$ cat src/rtl/wide_uart_host_pkg.sv
// Shared definitions for the wide-word UART host initiator: FSM state
// encodings, serial line levels and bit-period arithmetic.
package wide_uart_host_pkg;

    // Top-level sequencing states.
    typedef enum logic [3:0] {
        IDLE,
        TX_START,
        TX_DATA,
        TX_STOP,
        RX_WAIT,
        RX_START,
        RX_DATA,
        RX_STOP,
        DONE
    } state_t;

    // Phases of the single-byte receiver.
    typedef enum logic [1:0] {
        RXP_IDLE,
        RXP_START,
        RXP_DATA,
        RXP_STOP
    } rx_phase_t;

    localparam logic START_BIT  = 1'b0;
    localparam logic STOP_BIT   = 1'b1;
    localparam logic IDLE_LEVEL = 1'b1;

    // One bit lasts four quarter-bit periods.
    function automatic int bit_period(input int clock_scale);
        return 4 * clock_scale;
    endfunction

endpackage

$ cat src/rtl/uart_host_rx_byte.sv
// Single-byte 8N1 receiver for the wide UART host. Synchronises rx,
// validates the start bit at mid-start, samples data bits and the stop bit
// at mid-bit, and reports each step as a one-cycle pulse so the top-level
// sequencer can track it. Disabled (i_enable low) it discards everything.
module uart_host_rx_byte
    import wide_uart_host_pkg::*;
#(
    parameter int CLOCK_SCALE = 26
)
(
    input  logic       masterClock,
    input  logic       reset,
    input  logic       i_rx,
    input  logic       i_enable,
    output logic       o_start_edge,
    output logic       o_glitch,
    output logic       o_start_ok,
    output logic       o_data_done,
    output logic       o_valid,
    output logic       o_stop_error,
    output logic [7:0] o_byte
);

    localparam int BIT_PERIOD  = bit_period(CLOCK_SCALE);
    localparam int HALF_PERIOD = BIT_PERIOD / 2;
    localparam int CNT_W       = $clog2(BIT_PERIOD);

    logic             r_sync1;
    logic             r_sync2;
    logic             r_rx_prev;
    rx_phase_t        r_phase;
    rx_phase_t        w_phase_next;
    logic [CNT_W-1:0] r_cnt;
    logic [2:0]       r_bit_idx;
    logic [7:0]       r_shift;
    logic             w_half_end;
    logic             w_bit_end;

    assign w_half_end = (r_cnt == CNT_W'(HALF_PERIOD - 1));
    assign w_bit_end  = (r_cnt == CNT_W'(BIT_PERIOD - 1));
    assign o_byte     = r_shift;

    // Two-flop synchroniser plus a delayed copy for falling-edge detection.
    always_ff @(posedge masterClock or posedge reset) begin
        // NOTE: flops take non-blocking assignments so every register in the
        // chain samples its old neighbour value on the same edge.
        if (reset) begin
            r_sync1   <= IDLE_LEVEL;
            r_sync2   <= IDLE_LEVEL;
            r_rx_prev <= IDLE_LEVEL;
        end else begin
            r_sync1   <= i_rx;
            r_sync2   <= r_sync1;
            r_rx_prev <= r_sync2;
        end
    end

    // Receiver phase register.
    always_ff @(posedge masterClock or posedge reset) begin
        if (reset) begin
            r_phase <= RXP_IDLE;
        end else begin
            r_phase <= w_phase_next;
        end
    end

    // Next phase and event pulses; rx is only looked at while enabled.
    always_comb begin
        // NOTE: every output of this block gets a default first, so no path
        // leaves a value unassigned and no latch is inferred.
        w_phase_next = r_phase;
        o_start_edge = 1'b0;
        o_glitch     = 1'b0;
        o_start_ok   = 1'b0;
        o_data_done  = 1'b0;
        o_valid      = 1'b0;
        o_stop_error = 1'b0;
        if (!i_enable) begin
            w_phase_next = RXP_IDLE;
        end else begin
            case (r_phase)
                RXP_IDLE: begin
                    if (r_rx_prev == IDLE_LEVEL && r_sync2 == START_BIT) begin
                        o_start_edge = 1'b1;
                        w_phase_next = RXP_START;
                    end
                end
                RXP_START: begin
                    if (w_half_end) begin
                        if (r_sync2 == START_BIT) begin
                            o_start_ok   = 1'b1;
                            w_phase_next = RXP_DATA;
                        end else begin
                            o_glitch     = 1'b1;
                            w_phase_next = RXP_IDLE;
                        end
                    end
                end
                RXP_DATA: begin
                    if (w_bit_end && r_bit_idx == 3'd7) begin
                        o_data_done  = 1'b1;
                        w_phase_next = RXP_STOP;
                    end
                end
                RXP_STOP: begin
                    if (w_bit_end) begin
                        o_valid      = (r_sync2 == STOP_BIT);
                        o_stop_error = (r_sync2 != STOP_BIT);
                        w_phase_next = RXP_IDLE;
                    end
                end
                default: w_phase_next = RXP_IDLE;
            endcase
        end
    end

    // Bit timing counter, data bit index and LSB-first shift register.
    always_ff @(posedge masterClock or posedge reset) begin
        if (reset) begin
            r_cnt     <= '0;
            r_bit_idx <= '0;
            r_shift   <= '0;
        end else begin
            if (r_phase == RXP_IDLE || r_phase != w_phase_next || w_bit_end) begin
                r_cnt <= '0;
            end else begin
                r_cnt <= r_cnt + CNT_W'(1);
            end
            if (r_phase == RXP_START) begin
                r_bit_idx <= '0;
            end else if (r_phase == RXP_DATA && w_bit_end) begin
                r_bit_idx <= r_bit_idx + 3'd1;
                r_shift   <= {r_sync2, r_shift[7:1]};
            end
        end
    end

endmodule

$ cat src/rtl/wide_uart_host.sv
// Wide-word UART host initiator. On a start pulse it sends a control byte
// followed by WIDTH payload bytes (MSB byte first, 8N1, LSB first), then
// collects a WIDTH-byte response and presents it as one word with a strobe.
// Optional build macro WIDE_UART_HOST_TIMEOUT_EN adds a response timeout
// (TIMEOUT_BITS bit periods) and the timeout output.
module wide_uart_host
    import wide_uart_host_pkg::*;
#(
    parameter int CLOCK_SCALE  = 26,
    parameter int WIDTH        = 4
`ifdef WIDE_UART_HOST_TIMEOUT_EN
    ,
    parameter int TIMEOUT_BITS = 200
`endif
)
(
    input  logic                 masterClock,
    input  logic                 reset,
    input  logic                 rx,
    output logic                 tx,
    input  logic [7:0]           control,
    input  logic [8*WIDTH-1:0]   outputData,
    input  logic                 start,
    output logic                 busy,
    output logic [8*WIDTH-1:0]   responseData,
    output logic                 responseValid,
    output logic                 frameError
`ifdef WIDE_UART_HOST_TIMEOUT_EN
    ,
    output logic                 timeout
`endif
);

    localparam int BIT_PERIOD = bit_period(CLOCK_SCALE);
    localparam int BIT_CNT_W  = $clog2(BIT_PERIOD);
    localparam int BYTE_CNT_W = $clog2(WIDTH + 2);

    state_t                r_state;
    state_t                w_state_next;
    logic [BIT_CNT_W-1:0]  r_bit_cnt;
    logic [2:0]            r_bit_idx;
    logic [BYTE_CNT_W-1:0] r_byte_cnt;
    logic [7:0]            r_tx_shift;
    logic [8*WIDTH-1:0]    r_payload;
    logic                  r_tx;
    logic [8*WIDTH-1:0]    r_resp_shift;
    logic [8*WIDTH-1:0]    r_response_data;
    logic                  r_response_valid;
    logic                  r_frame_error;

    logic                  w_bit_end;
    logic                  w_in_tx;
    logic                  w_rx_enable;
    logic                  w_last_tx_byte;
    logic                  w_last_rx_byte;
    logic                  w_frame_ok;
    logic                  w_frame_bad;
    logic [8*WIDTH-1:0]    w_resp_word;
    logic                  w_timeout_hit;

    logic                  w_rx_start_edge;
    logic                  w_rx_glitch;
    logic                  w_rx_start_ok;
    logic                  w_rx_data_done;
    logic                  w_rx_byte_ok;
    logic                  w_rx_stop_err;
    logic [7:0]            w_rx_byte;

    assign w_bit_end      = (r_bit_cnt == BIT_CNT_W'(BIT_PERIOD - 1));
    assign w_in_tx        = (r_state == TX_START) || (r_state == TX_DATA) ||
                            (r_state == TX_STOP);
    assign w_rx_enable    = (r_state == RX_WAIT) || (r_state == RX_START) ||
                            (r_state == RX_DATA) || (r_state == RX_STOP);
    assign w_last_tx_byte = (r_byte_cnt == BYTE_CNT_W'(WIDTH));
    assign w_last_rx_byte = (r_byte_cnt == BYTE_CNT_W'(WIDTH - 1));
    assign w_resp_word    = (r_resp_shift << 8) | (8*WIDTH)'(w_rx_byte);
    assign w_frame_ok     = (r_state == RX_STOP) && w_rx_byte_ok && w_last_rx_byte;
    assign w_frame_bad    = (r_state == RX_STOP) && w_rx_stop_err;

    assign tx            = r_tx;
    assign busy          = (r_state != IDLE) && (r_state != DONE);
    assign responseData  = r_response_data;
    assign responseValid = r_response_valid;
    assign frameError    = r_frame_error;

    uart_host_rx_byte #(
        .CLOCK_SCALE (CLOCK_SCALE)
    ) u_rx_byte (
        .masterClock  (masterClock),
        .reset        (reset),
        .i_rx         (rx),
        .i_enable     (w_rx_enable),
        .o_start_edge (w_rx_start_edge),
        .o_glitch     (w_rx_glitch),
        .o_start_ok   (w_rx_start_ok),
        .o_data_done  (w_rx_data_done),
        .o_valid      (w_rx_byte_ok),
        .o_stop_error (w_rx_stop_err),
        .o_byte       (w_rx_byte)
    );

`ifdef WIDE_UART_HOST_TIMEOUT_EN
    localparam int TIMEOUT_CYCLES = TIMEOUT_BITS * BIT_PERIOD;
    localparam int TMR_W          = $clog2(TIMEOUT_CYCLES);

    logic [TMR_W-1:0] r_timer;
    logic             r_timeout;

    assign w_timeout_hit = (r_state == RX_WAIT) && !w_rx_start_edge &&
                           (r_timer == TMR_W'(TIMEOUT_CYCLES - 1));
    assign timeout       = r_timeout;

    // Counts idle cycles while waiting for a response start bit.
    always_ff @(posedge masterClock or posedge reset) begin
        if (reset) begin
            r_timer   <= '0;
            r_timeout <= 1'b0;
        end else begin
            r_timeout <= w_timeout_hit;
            if (r_state != RX_WAIT || w_state_next != RX_WAIT) begin
                r_timer <= '0;
            end else begin
                r_timer <= r_timer + TMR_W'(1);
            end
        end
    end
`else
    assign w_timeout_hit = 1'b0;
`endif

    // Sequencer state register.
    always_ff @(posedge masterClock or posedge reset) begin
        if (reset) begin
            r_state <= IDLE;
        end else begin
            r_state <= w_state_next;
        end
    end

    // Sequencer next-state logic.
    always_comb begin
        w_state_next = r_state;
        case (r_state)
            IDLE:     if (start) w_state_next = TX_START;
            TX_START: if (w_bit_end) w_state_next = TX_DATA;
            TX_DATA:  if (w_bit_end && r_bit_idx == 3'd7) w_state_next = TX_STOP;
            TX_STOP: begin
                if (w_bit_end) begin
                    w_state_next = w_last_tx_byte ? RX_WAIT : TX_START;
                end
            end
            RX_WAIT: begin
                if (w_rx_start_edge) begin
                    w_state_next = RX_START;
                end else if (w_timeout_hit) begin
                    w_state_next = DONE;
                end
            end
            RX_START: begin
                if (w_rx_start_ok) begin
                    w_state_next = RX_DATA;
                end else if (w_rx_glitch) begin
                    w_state_next = RX_WAIT;
                end
            end
            RX_DATA:  if (w_rx_data_done) w_state_next = RX_STOP;
            RX_STOP: begin
                if (w_rx_byte_ok) begin
                    w_state_next = w_last_rx_byte ? DONE : RX_WAIT;
                end else if (w_rx_stop_err) begin
                    w_state_next = DONE;
                end
            end
            DONE:     w_state_next = IDLE;
            default:  w_state_next = IDLE;
        endcase
    end

    // Bit period counter for the transmit side.
    always_ff @(posedge masterClock or posedge reset) begin
        if (reset) begin
            r_bit_cnt <= '0;
        end else if (!w_in_tx || w_bit_end || r_state != w_state_next) begin
            r_bit_cnt <= '0;
        end else begin
            r_bit_cnt <= r_bit_cnt + BIT_CNT_W'(1);
        end
    end

    // Transmit shifter, byte sequencing and response word assembly.
    always_ff @(posedge masterClock or posedge reset) begin
        if (reset) begin
            r_tx         <= IDLE_LEVEL;
            r_tx_shift   <= '0;
            r_payload    <= '0;
            r_bit_idx    <= '0;
            r_byte_cnt   <= '0;
            r_resp_shift <= '0;
        end else begin
            case (r_state)
                IDLE: begin
                    if (start) begin
                        r_tx_shift <= control;
                        r_payload  <= outputData;
                        r_tx       <= START_BIT;
                        r_byte_cnt <= '0;
                    end
                end
                TX_START: begin
                    if (w_bit_end) begin
                        r_tx      <= r_tx_shift[0];
                        r_bit_idx <= '0;
                    end
                end
                TX_DATA: begin
                    if (w_bit_end) begin
                        r_bit_idx  <= r_bit_idx + 3'd1;
                        r_tx_shift <= {1'b0, r_tx_shift[7:1]};
                        r_tx       <= (r_bit_idx == 3'd7) ? STOP_BIT : r_tx_shift[1];
                    end
                end
                TX_STOP: begin
                    if (w_bit_end) begin
                        if (w_last_tx_byte) begin
                            r_tx       <= IDLE_LEVEL;
                            r_byte_cnt <= '0;
                        end else begin
                            r_tx       <= START_BIT;
                            r_tx_shift <= r_payload[8*WIDTH-1 -: 8];
                            r_payload  <= r_payload << 8;
                            r_byte_cnt <= r_byte_cnt + BYTE_CNT_W'(1);
                        end
                    end
                end
                RX_STOP: begin
                    if (w_rx_byte_ok) begin
                        r_resp_shift <= w_resp_word;
                        if (!w_last_rx_byte) begin
                            r_byte_cnt <= r_byte_cnt + BYTE_CNT_W'(1);
                        end
                    end
                end
                default: ;
            endcase
        end
    end

    // Completion strobes and the published response word.
    always_ff @(posedge masterClock or posedge reset) begin
        if (reset) begin
            r_response_data  <= '0;
            r_response_valid <= 1'b0;
            r_frame_error    <= 1'b0;
        end else begin
            r_response_valid <= w_frame_ok;
            r_frame_error    <= w_frame_bad;
            if (w_frame_ok) begin
                r_response_data <= w_resp_word;
            end
        end
    end

endmodule

$ cat config.mk
export PLATFORM = sky130hd
export DESIGN_NAME = wide_uart_host
export DESIGN_NICKNAME = d
export VERILOG_FILES = /design/src/rtl/wide_uart_host_pkg.sv /design/src/rtl/uart_host_rx_byte.sv /design/src/rtl/wide_uart_host.sv
export SDC_FILE = /design/constraint.sdc
export NUM_CORES = 1
export LEC_CHECK = 0
export ABC_AREA = 1
export ABC_CLOCK_PERIOD_IN_PS = 10100
export CAP_MARGIN = 20
export CORE_MARGIN = 8
export CORE_UTILIZATION = 33
export CTS_CLUSTER_SIZE = 14
export DETAILED_ROUTE_END_ITERATION = 12
export SLEW_MARGIN = 10
export SYNTH_ARGS = -nofsm -noshare
export SYNTH_HDL_FRONTEND = slang
export SYNTH_HIERARCHICAL = 1
export SYNTH_SLANG_ARGS = --single-unit
$ cat constraint.sdc
create_clock -name masterClock -period 10.1 [get_ports masterClock]
set_clock_uncertainty 0.2 [all_clocks]
set_input_delay 2.02 -clock masterClock [delete_from_list [all_inputs] [get_ports masterClock]]
set_output_delay 2.02 -clock masterClock [all_outputs]
set_load 0.01 [all_outputs]
# ---- Word-level counts from Yosys, hierarchy flattened
# Cells that the tools add are included.
# W data, S select, Z words.
dict set report op_classes {
  add_sub_neg 5
  n_mul 0
  div 0
  n_lt_le_gt_ge 0
  eq_ne 27
  shifts 0
  mux 69
  bitwise_logic 3
  reduce_logical 34
}
# operator n
set ops {}
lappend ops {{$mux W32} 3}
lappend ops {{$pmux W32 S2} 1}
lappend ops {{$mux W4} 11}
lappend ops {{$mux W8} 4}
lappend ops {{$or A32 B8 Y32} 1}
lappend ops {{$pmux W4 S8} 1}
lappend ops {{$mux W3} 10}
lappend ops {{$mux W1} 26}
lappend ops {{$pmux W8 S3} 1}
lappend ops {{$eq A4 B3 Y1 const B} 4}
lappend ops {{$reduce_and A5 Y1} 3}
lappend ops {{$add A7 B1 Y7 const B} 2}
lappend ops {{$eq A7 B7 Y1 const B} 2}
lappend ops {{$mux W7} 2}
lappend ops {{$ne A2 B2 Y1 const B} 7}
lappend ops {{$mux W2} 6}
lappend ops {{$add A3 B1 Y3 const B} 3}
lappend ops {{$eq A3 B3 Y1 const B} 3}
lappend ops {{$logic_or A1 B1 Y1} 9}
lappend ops {{$pmux W3 S3} 1}
lappend ops {{$eq A4 B2 Y1 const B} 2}
lappend ops {{$logic_and A1 B1 Y1} 8}
lappend ops {{$pmux W2 S4} 1}
lappend ops {{$reduce_bool A4 Y1} 2}
lappend ops {{other kinds (19)} 25}
dict set report word_totals {
  regBits 139
  latchBits 0
  ram_bits 0
  romBits 0
  elab_cells 156
  memories 0
}

# ---- Depth between registers and ports, before layout
# Gate-level depths: netlist (run 1).
dict set report logic_depth {
  word_depth 11
  mapped_depth 16
}

# ---- Modules after synthesis
# Netlist (run 1), hierarchy kept.
# module n_inst cells_per_inst area_per_inst_um2
set by_module_without_submodules {}
lappend by_module_without_submodules {wide_uart_host 1 651 5276.3}
lappend by_module_without_submodules {uart_host_rx_byte 1 124 1142.3}

# ---- Worst setup path after synthesis (run 1)
# Ideal clock, no wire load.
dict set report synth_timing {
  path_type {in2reg}
  start {input port start}
  end {register r_byte_cnt[0]}
  setup_time_ps 117
  arrival_ps 2652
  path_slack_ps 7131
  path_stages 6
  n_path_buf 1
  cell_sequence {nor2_1 a21oi_1 buf_2 nand2_1 nand2_1 nand2_1}
}
dict set report synth_between {
  elab_chain_cells 2
}
# element line
set synth_lines {}
lappend synth_lines {{from (decl)} wide_uart_host.sv:23} ;# input logic start,
lappend synth_lines {{$ne A2 B2 Y1 (no line)} --}
lappend synth_lines {{$reduce_and A5 Y1 (no line)} --}
lappend synth_lines {{to (signal assigned)} wide_uart_host.sv:231} ;# r_byte_cnt <= r_byte_cnt + BYTE_CNT_W'(1);
lappend synth_lines {{to (signal assigned)} wide_uart_host.sv:239} ;# r_byte_cnt <= r_byte_cnt + BYTE_CNT_W'(1);
lappend synth_lines {{to (decl)} wide_uart_host.sv:42} ;# logic [BYTE_CNT_W-1:0] r_byte_cnt;
# Every way passes these cells.
# A chain may end at the register's enable or synchronous reset.

# ---- Worst setup path in the final report (run 1)
dict set report layout_timing {
  start {register r_state[1]}
  end {output port busy}
}
dict set report layout_between {
  elab_chain_cells 2
  word_cells_on_any_way 3
}
# element line
set layout_lines {}
lappend layout_lines {{from (decl)} wide_uart_host.sv:38} ;# state_t r_state;
lappend layout_lines {{from (signal assigned)} wide_uart_host.sv:136} ;# r_state <= w_state_next;
lappend layout_lines {{$ne A4 B4 Y1 or $reduce_bool A4 Y1 (tied branches)} wide_uart_host.sv:81} ;# assign busy = (r_state != IDLE) && (r_state != DONE);
lappend layout_lines {{$logic_and A1 B1 Y1 (*)} wide_uart_host.sv:81}
lappend layout_lines {{to (decl)} wide_uart_host.sv:24} ;# output logic busy,
# Every way passes the cells marked *; elsewhere a longest branch is shown, timed or not.

==> results of run 1 <==
[worst paths after layout]
kind / end / slack (ns)
max: busy / 6.04
min: u_rx_byte/r_sync2 / 0.16
max reg2reg: responseData[11] / 6.88
min reg2reg: u_rx_byte/r_sync2 / 0.16
max in group asynchronous: responseData[6] / 6.51
min in group asynchronous: r_bit_cnt[2] / 1.91
[logic make-up (layout without fill, tap and decap cells)]
family | count (synthesis) | count (layout) | share of synthesized area, %
mux | 1 | 1 | 0.234
xor+xnor | 7 | 7 | 0.955
compound gates | 82 | 82 | 7.12
flops | 139 | 139 | 54.3
fa+ha+maj | 9 | 9 | 1.75
buf+inv | 85 | 173 | 5.65
simple gates | 452 | 452 | 30.0
[per-stage QoR]
step / cell area, um^2 / power (mW) / util (%) / setup WS (ns) / hold slack (ns)
6_report: 8000 / 1.19 / 41.5 / 6.04 / 0.156
5_1_grt: 8000 / 1.23 / 41.5 / 5.94 / 0.165
4_1_cts: 8000 / 1.20 / 41.5 / 6.02 / 0.156
3_5_place_dp: 7430 / 0.606 / 38.6 / 5.92 / 0.147
3_3_place_gp: 7430 / 0.606 / 38.6 / 5.94 / 0.146
2_1_floorplan: 6420 / 0.583 / - / 4.81 / 0.145
[cells in the final DEF (no fill, tap or decap), types with 3 or more instances in the layout]
master and count:
nor3_1 5, xnor2_1 3, o21ai_2 6, clkinv_1 3, a21oi_2 4, ha_1 9, o21ai_1 15, nand2_2 5
dfrtp_1 135, o31ai_1 3, a21oi_1 5, inv_2 7, inv_8 3, nor3b_1 3, inv_6 4, clkbuf_16 17
buf_4 4, nand3_1 57, nor2_1 39, nand2_1 316, clkdlybuf4s50_1 79, dfstp_2 4, xor2_1 4, clkinvlp_4 3
nor2_2 10, nand4_1 4, inv_1 46, o21ai_0 47, nor2_4 3
[routing by layer]
metal	up-vias	global-route usage (%)	wire, um
met5	-	0	0
li1	2604	-	-
met3	11	3.16	592
met1	2285	15.6	6680
met4	0	4.57	153
met2	100	18.8	6490
[flip-flops by register name, indices dropped and copies added, names as in the netlist]
register             flops
u_rx_byte/r_rx_prev      1
u_rx_byte/r_bit_idx      3
frameError               1
responseValid            1
r_state                  4
tx                       1
r_tx_shift               8
r_payload               32
u_rx_byte/r_sync2        1
r_bit_cnt                7
u_rx_byte/r_cnt          7
u_rx_byte/o_byte         8
r_bit_idx                3
responseData            32
r_byte_cnt               3
u_rx_byte/r_phase        2
u_rx_byte/r_sync1        1
r_resp_shift            24
[critical path: cells and delay by family (launching register included)]
kind          cells  cell delay [ns]
simple gates      2             0.45
buf+inv           1             0.52
flops             1             0.44
[cell usage after synthesis, drive strengths merged, types with 4 or more instances]
master  instances
nand2         323
dfrtp         135
o21ai          68
nand3          59
inv            55
nor2           54
buf            14
clkbuf         13
a21oi           9
ha              9
nor3            5
dfstp           4
nand4           4
xor2            4
[power by group through the flow]
stage | sequential, mW | combinational (mW) | clock, mW
2_1_floorplan | 0.568 | 0.0147 | 0
3_5_place_dp | 0.568 | 0.0373 | 0
6_report | 0.558 | 0.0359 | 0.594
4_1_cts | 0.558 | 0.0374 | 0.609
3_3_place_gp | 0.568 | 0.0372 | 0
5_1_grt | 0.558 | 0.0405 | 0.632
[final cells by class]
| type | instances | share of cell area (%) |
|---|---|---|
| Clock buffer | 18 | 5.49 |
| Clock inverter | 14 | 1.63 |
| Inverter | 58 | 2.78 |
| Multi-Input combinational cell | 551 | 32.2 |
| Sequential cell | 139 | 43.5 |
| Tap cell | 265 | 4.14 |
| Timing Repair Buffer | 83 | 10.3 |
==> flow_metrics.env, run 1 <==
export IMPL_outcome="complete, no violations"
export IMPL_cts_htree_levels=4
export IMPL_min_path_cells=0
export IMPL_clock_root_buffer="clkbuf_16"
export IMPL_p_leak_nw=3.94
export IMPL_vias=5000
export IMPL_critPathSlowestCell="clkdlybuf4s50_1"
export IMPL_wl_per_cell_um=12.3
export IMPL_initial_core_util_pct=33.3
export IMPL_min_period_ns=4.06
export IMPL_grt_pass1_vias=4934
export IMPL_clkPwrFrac_pct=50.0
export IMPL_drt_iter0_markers=341
export IMPL_intPower_mw=0.906
export IMPL_ant_nets=0
export IMPL_first_pass_iters=5
export IMPL_vdd_drop_max_mv=0.114
export IMPL_area_growth_pct=24.7
export IMPL_synth_fp_nets=828
export IMPL_cts_buffers=17
export IMPL_critPathArrivalTime_ns=1.84
export IMPL_fillers=2008
export IMPL_synth_warning_count=6
export IMPL_dp_cells=1096
export IMPL_cp_max_fo=7
export IMPL_period_share_pct=40.2
export IMPL_clk_latency_ns=0.42
export IMPL_maxCapViolCount=0
export IMPL_power_frac_comb_pct=3.0
export IMPL_die_h_um=155
export IMPL_insertedDiodeCount=0
export IMPL_clk_path_buf_depth=2
export IMPL_drc=0
export IMPL_synth_seq_cells=139
export IMPL_grt_total_usage_pct=12.0
export IMPL_synth_area_um2=6420
export IMPL_post_cts_buffers=0
export IMPL_io_buffers=79
export IMPL_clock_sinks=139
export IMPL_clkTransAtPathRegs_ns=0.06
export IMPL_nets=903
export IMPL_hold_violations=0
export IMPL_power_share_switching_pct=23.7
export IMPL_tightestPinTransition_ns=0.949
export IMPL_hold_path_class="reg -> reg"
export IMPL_regToRegStartpoint="u_rx_byte/r_cnt[0]"
export IMPL_ff_latch_area_um2=3480
export IMPL_fp_row_count=51
export IMPL_grt_max_degree=71
export IMPL_worstSetupStartpoint="r_state[1]"
export IMPL_antenna_found_initial=0
export IMPL_p_per_area_nw_per_um2=148
export IMPL_switchingPower_mw=0.282
export IMPL_ctsResizeCount=0
export IMPL_crit_path_end_kind="primary output"
export IMPL_p_seq_share_pct=47.0
export IMPL_ys_seq_area_share_pct=54.3
export IMPL_synth_flop_cell="dfrtp_1"
export IMPL_crit_type="reg -> out"
export IMPL_vias_per_cell=4.43
export IMPL_yosys_area_top_type="dfrtp_1"
export IMPL_synth_area_leaders="dfrtp_1 (53%), nand2_1 (18%), nand3_1 (4.4%), o21ai_0 (3.7%), inv_1 (2.7%)"
export IMPL_grt_pass1_wl_um=23700
export IMPL_overflow=0
export IMPL_finalNonFillerCells=1128
export IMPL_fmax_mhz=246
export IMPL_min_from="u_rx_byte/r_sync1"
export IMPL_async_flop_share_pct=100
export IMPL_setup_viol=0
export IMPL_start_kind="flip-flop"
export IMPL_worstPathRequired_ns=7.88
export IMPL_cts_tree="done"
export IMPL_r2r_cells=13
export IMPL_max_slew_margin_rel_pct=36.7
export IMPL_cp_cell_sequence="nor2_1 -> nand2_1 -> clkdlybuf4s50_1"
export IMPL_syn_inst=775
export IMPL_tns_ns=0
export IMPL_multiInputGateArea_um2=2580
export IMPL_synth_top_area_share_pct=52.6
export IMPL_synth_edf_count=0
export IMPL_postCtsHoldBufs=0
export IMPL_io_pins=80
export IMPL_drt_wl_total_um=13900
export IMPL_dp_hpwl_um=9470
export IMPL_routabilityCongestion=0.805
export IMPL_cpPeakStageDelay_ns=0.52
export IMPL_yosysUniqueCellTypes=38
export IMPL_maxSlewViolCount=0
export IMPL_rsz0062_at_grt="false"
export IMPL_avgSynthCellArea_um2=8.28
export IMPL_coreArea_um2=19300
export IMPL_die_area_um2=24200
export IMPL_die_x_um=155
export IMPL_layout_drive_gt1_share_pct=9.73
Note: power is estimated with default switching activity, not from simulation.
==> inputs of run 2 (changes only) <==
- ABC_CLOCK_PERIOD_IN_PS: 10100 -> 4100
- clock period: 10.1 -> 4.1 ns (I/O delays scaled with it)
==> run 2 against run 1 <==
Against the previous run:
- wire length increased by 0.57%
- largest cell class unchanged
- global-route usage increased by 0.097 points
- die area unchanged
- cell count up 0.18%
- clock power rose to 2.5 times the previous value
- flip-flop and latch count unchanged
- design area up 0.45%
- non-clock buffer count up 2
- count of clock-buffer cells in the layout increased by 1
- largest power group unchanged
- worst setup slack got worse by 5.1 ns
- utilization grew 0.19 points
- sequential power rose by 150%
==> flow_metrics.env, run 2 (same netlist as run 1, synthesis figures left out) <==
export IMPL_p_per_area_nw_per_um2=367
export IMPL_fmax_mhz=315
export IMPL_antenna_found_initial=0
export IMPL_dp_cells=1098
export IMPL_ctsResizeCount=0
export IMPL_rsz0062_at_grt="false"
export IMPL_die_h_um=155
export IMPL_ff_latch_area_um2=3480
export IMPL_max_slew_margin_rel_pct=41.3
export IMPL_crit_buf_inv=4
export IMPL_switchingPower_mw=0.666
export IMPL_fp_row_count=51
export IMPL_io_buffers=79
export IMPL_dpl_cell_area_um2=7460
export IMPL_critPathArrivalTime_ns=3.25
export IMPL_ant_nets=0
export IMPL_outcome="complete, no violations"
export IMPL_drt_wl_total_um=14000
export IMPL_cts_buffers=17
export IMPL_worstPathRequired_ns=4.18
export IMPL_final_cell_mix="nand2_1 (316), dfrtp_1 (135), clkdlybuf4s50_1 (79)"
export IMPL_p_seq_share_pct=46.6
export IMPL_area_growth_pct=25.3
export IMPL_power_share_switching_pct=22.5
export IMPL_multiInputGateArea_um2=2580
export IMPL_die_area_um2=24200
export IMPL_grt_total_usage_pct=12.1
export IMPL_dp_hpwl_um=9610
export IMPL_clkTransAtPathRegs_ns=0.06
export IMPL_critPathSlowestCell="dfrtp_1"
export IMPL_io_pins=80
export IMPL_cp_cell_sequence="ha_1 -> nand2_2 -> nor2_4 -> nand3_1 -> inv_1 -> nand2_1 -> nor3_1 -> inv_1 -> nor2_8 -> inv_4 -> nor2_8 -> inv_2 -> nand2_1 -> o21ai_0"
export IMPL_p_total_mw=2.95
export IMPL_post_cts_buffers=0
export IMPL_layout_drive_gt1_share_pct=9.83
export IMPL_cts_tree="done"
export IMPL_clock_sinks=139
export IMPL_fillers=1938
export IMPL_p_leak_nw=3.96
export IMPL_clock_root_buffer="clkbuf_16"
export IMPL_crit_type="reg -> reg"
export IMPL_grt_pass1_wl_um=23800
export IMPL_tightestPinTransition_ns=0.879
export IMPL_grt_max_degree=54
export IMPL_first_pass_iters=4
export IMPL_vdd_drop_max_mv=0.288
export IMPL_grt_pass1_vias=5012
export IMPL_initial_core_util_pct=33.3
export IMPL_setup_viol=0
export IMPL_wl_per_cell_um=12.4
export IMPL_drt_iter0_markers=266
export IMPL_tns_ns=0
export IMPL_coreArea_um2=19300
export IMPL_vias_per_cell=4.42
export IMPL_maxSlewViolCount=0
export IMPL_critPathTopFamily="simple AND/OR/NAND/NOR gates"
export IMPL_overflow=0
export IMPL_fin_ws_ns=0.925
export IMPL_start_kind="flip-flop"
export IMPL_insertedDiodeCount=0
export IMPL_clkPwrFrac_pct=50.4
export IMPL_postCtsHoldBufs=0
export IMPL_cp_max_fo=48
export IMPL_clk_path_buf_depth=2
export IMPL_die_x_um=155
export IMPL_pre_cts_ws_ns=0.902
export IMPL_final_cell_area_um2=8040
export IMPL_clk_latency_ns=0.42
export IMPL_vias=4999
export IMPL_drc=0
export IMPL_period_share_pct=77.5
export IMPL_maxCapViolCount=0
export IMPL_cpPeakStageDelay_ns=0.39
export IMPL_cts_htree_levels=4
export IMPL_layout_commonest_cell="nand2_1"
export IMPL_nets=905
export IMPL_min_period_ns=3.18
export IMPL_finalNonFillerCells=1130
export IMPL_intPower_mw=2.29
export IMPL_power_frac_comb_pct=3.1
export IMPL_crit_path_end_kind="flip-flop"
export IMPL_hold_violations=0
export IMPL_hold_path_class="reg -> reg"
export IMPL_routabilityCongestion=0.802
-- run 2: cell count changes in the layout (fill, tap and decap cells not counted), sizes merged --
cell	delta
buf	+2
bufinv	+1
clkbuf	+1
inv	-2
-- run 2: area by class of cell --
cell class                      count  area share, %
Clock buffer                       19           5.51
Clock inverter                     13           1.68
Inverter                           58           2.77
Timing Repair Buffer               85           10.6
Tap cell                          265           4.12
Multi-Input combinational cell    551           32.0
Sequential cell                   139           43.3
-- run 2: path summary, 6_finish.rpt --
| kind | from | slack (ns) | cells after the start | to |
|---|---|---|---|---|
| worst min-delay path | u_rx_byte/r_sync1 | 0.16 | 0 | u_rx_byte/r_sync2 |
| worst min register to register | u_rx_byte/r_sync1 | 0.16 | 0 | u_rx_byte/r_sync2 |
| worst max register to register | u_rx_byte/r_cnt[0] | 0.92 | 14 | responseData[17] |
| max in group asynchronous | reset | 2.37 | 3 | r_bit_idx[2] |
| worst max-delay path | u_rx_byte/r_cnt[0] | 0.92 | 14 | responseData[17] |
| min in group asynchronous | reset | 0.58 | 2 | responseData[21] |
-- run 2: worst register-to-register path, cell delays in order (launching register included) --
cell and delay [ns]:
dfrtp_1 0.39, ha_1 0.26, nand2_2 0.09, nor2_4 0.14
nand3_1 0.10, inv_1 0.08, nand2_1 0.06, nor3_1 0.22
inv_1 0.17, nor2_8 0.39, inv_4 0.17, nor2_8 0.18
inv_2 0.32, nand2_1 0.16, o21ai_0 0.09
-- run 2: power by group through the flow --
stage               Clock (mW)  Combinational (mW)  Sequential, mW
finish                    1.49              0.0902            1.38
global route              1.59               0.102            1.37
CTS                       1.53              0.0938            1.38
detailed placement           0              0.0938            1.40
global placement             0              0.0937            1.40
floorplan                    0              0.0363            1.40
-- run 2: routing by layer --
layer | global-route usage [%] | share of wire (%) | wire, um
met3 | 3.58 | 4.4 | 621
met5 | 0 | 0 | 0
met1 | 15.5 | 49 | 6790
met2 | 19.0 | 45 | 6340
met4 | 4.57 | 1.7 | 236
-- run 2: per-stage QoR --
step / util [%] / hold WS [ns]
after floorplan: - / 0.145
after global placement: 38.7 / 0.146
after detailed placement: 38.7 / 0.151
after CTS: 41.7 / 0.160
after global routing: 41.7 / 0.163
final: 41.7 / 0.159
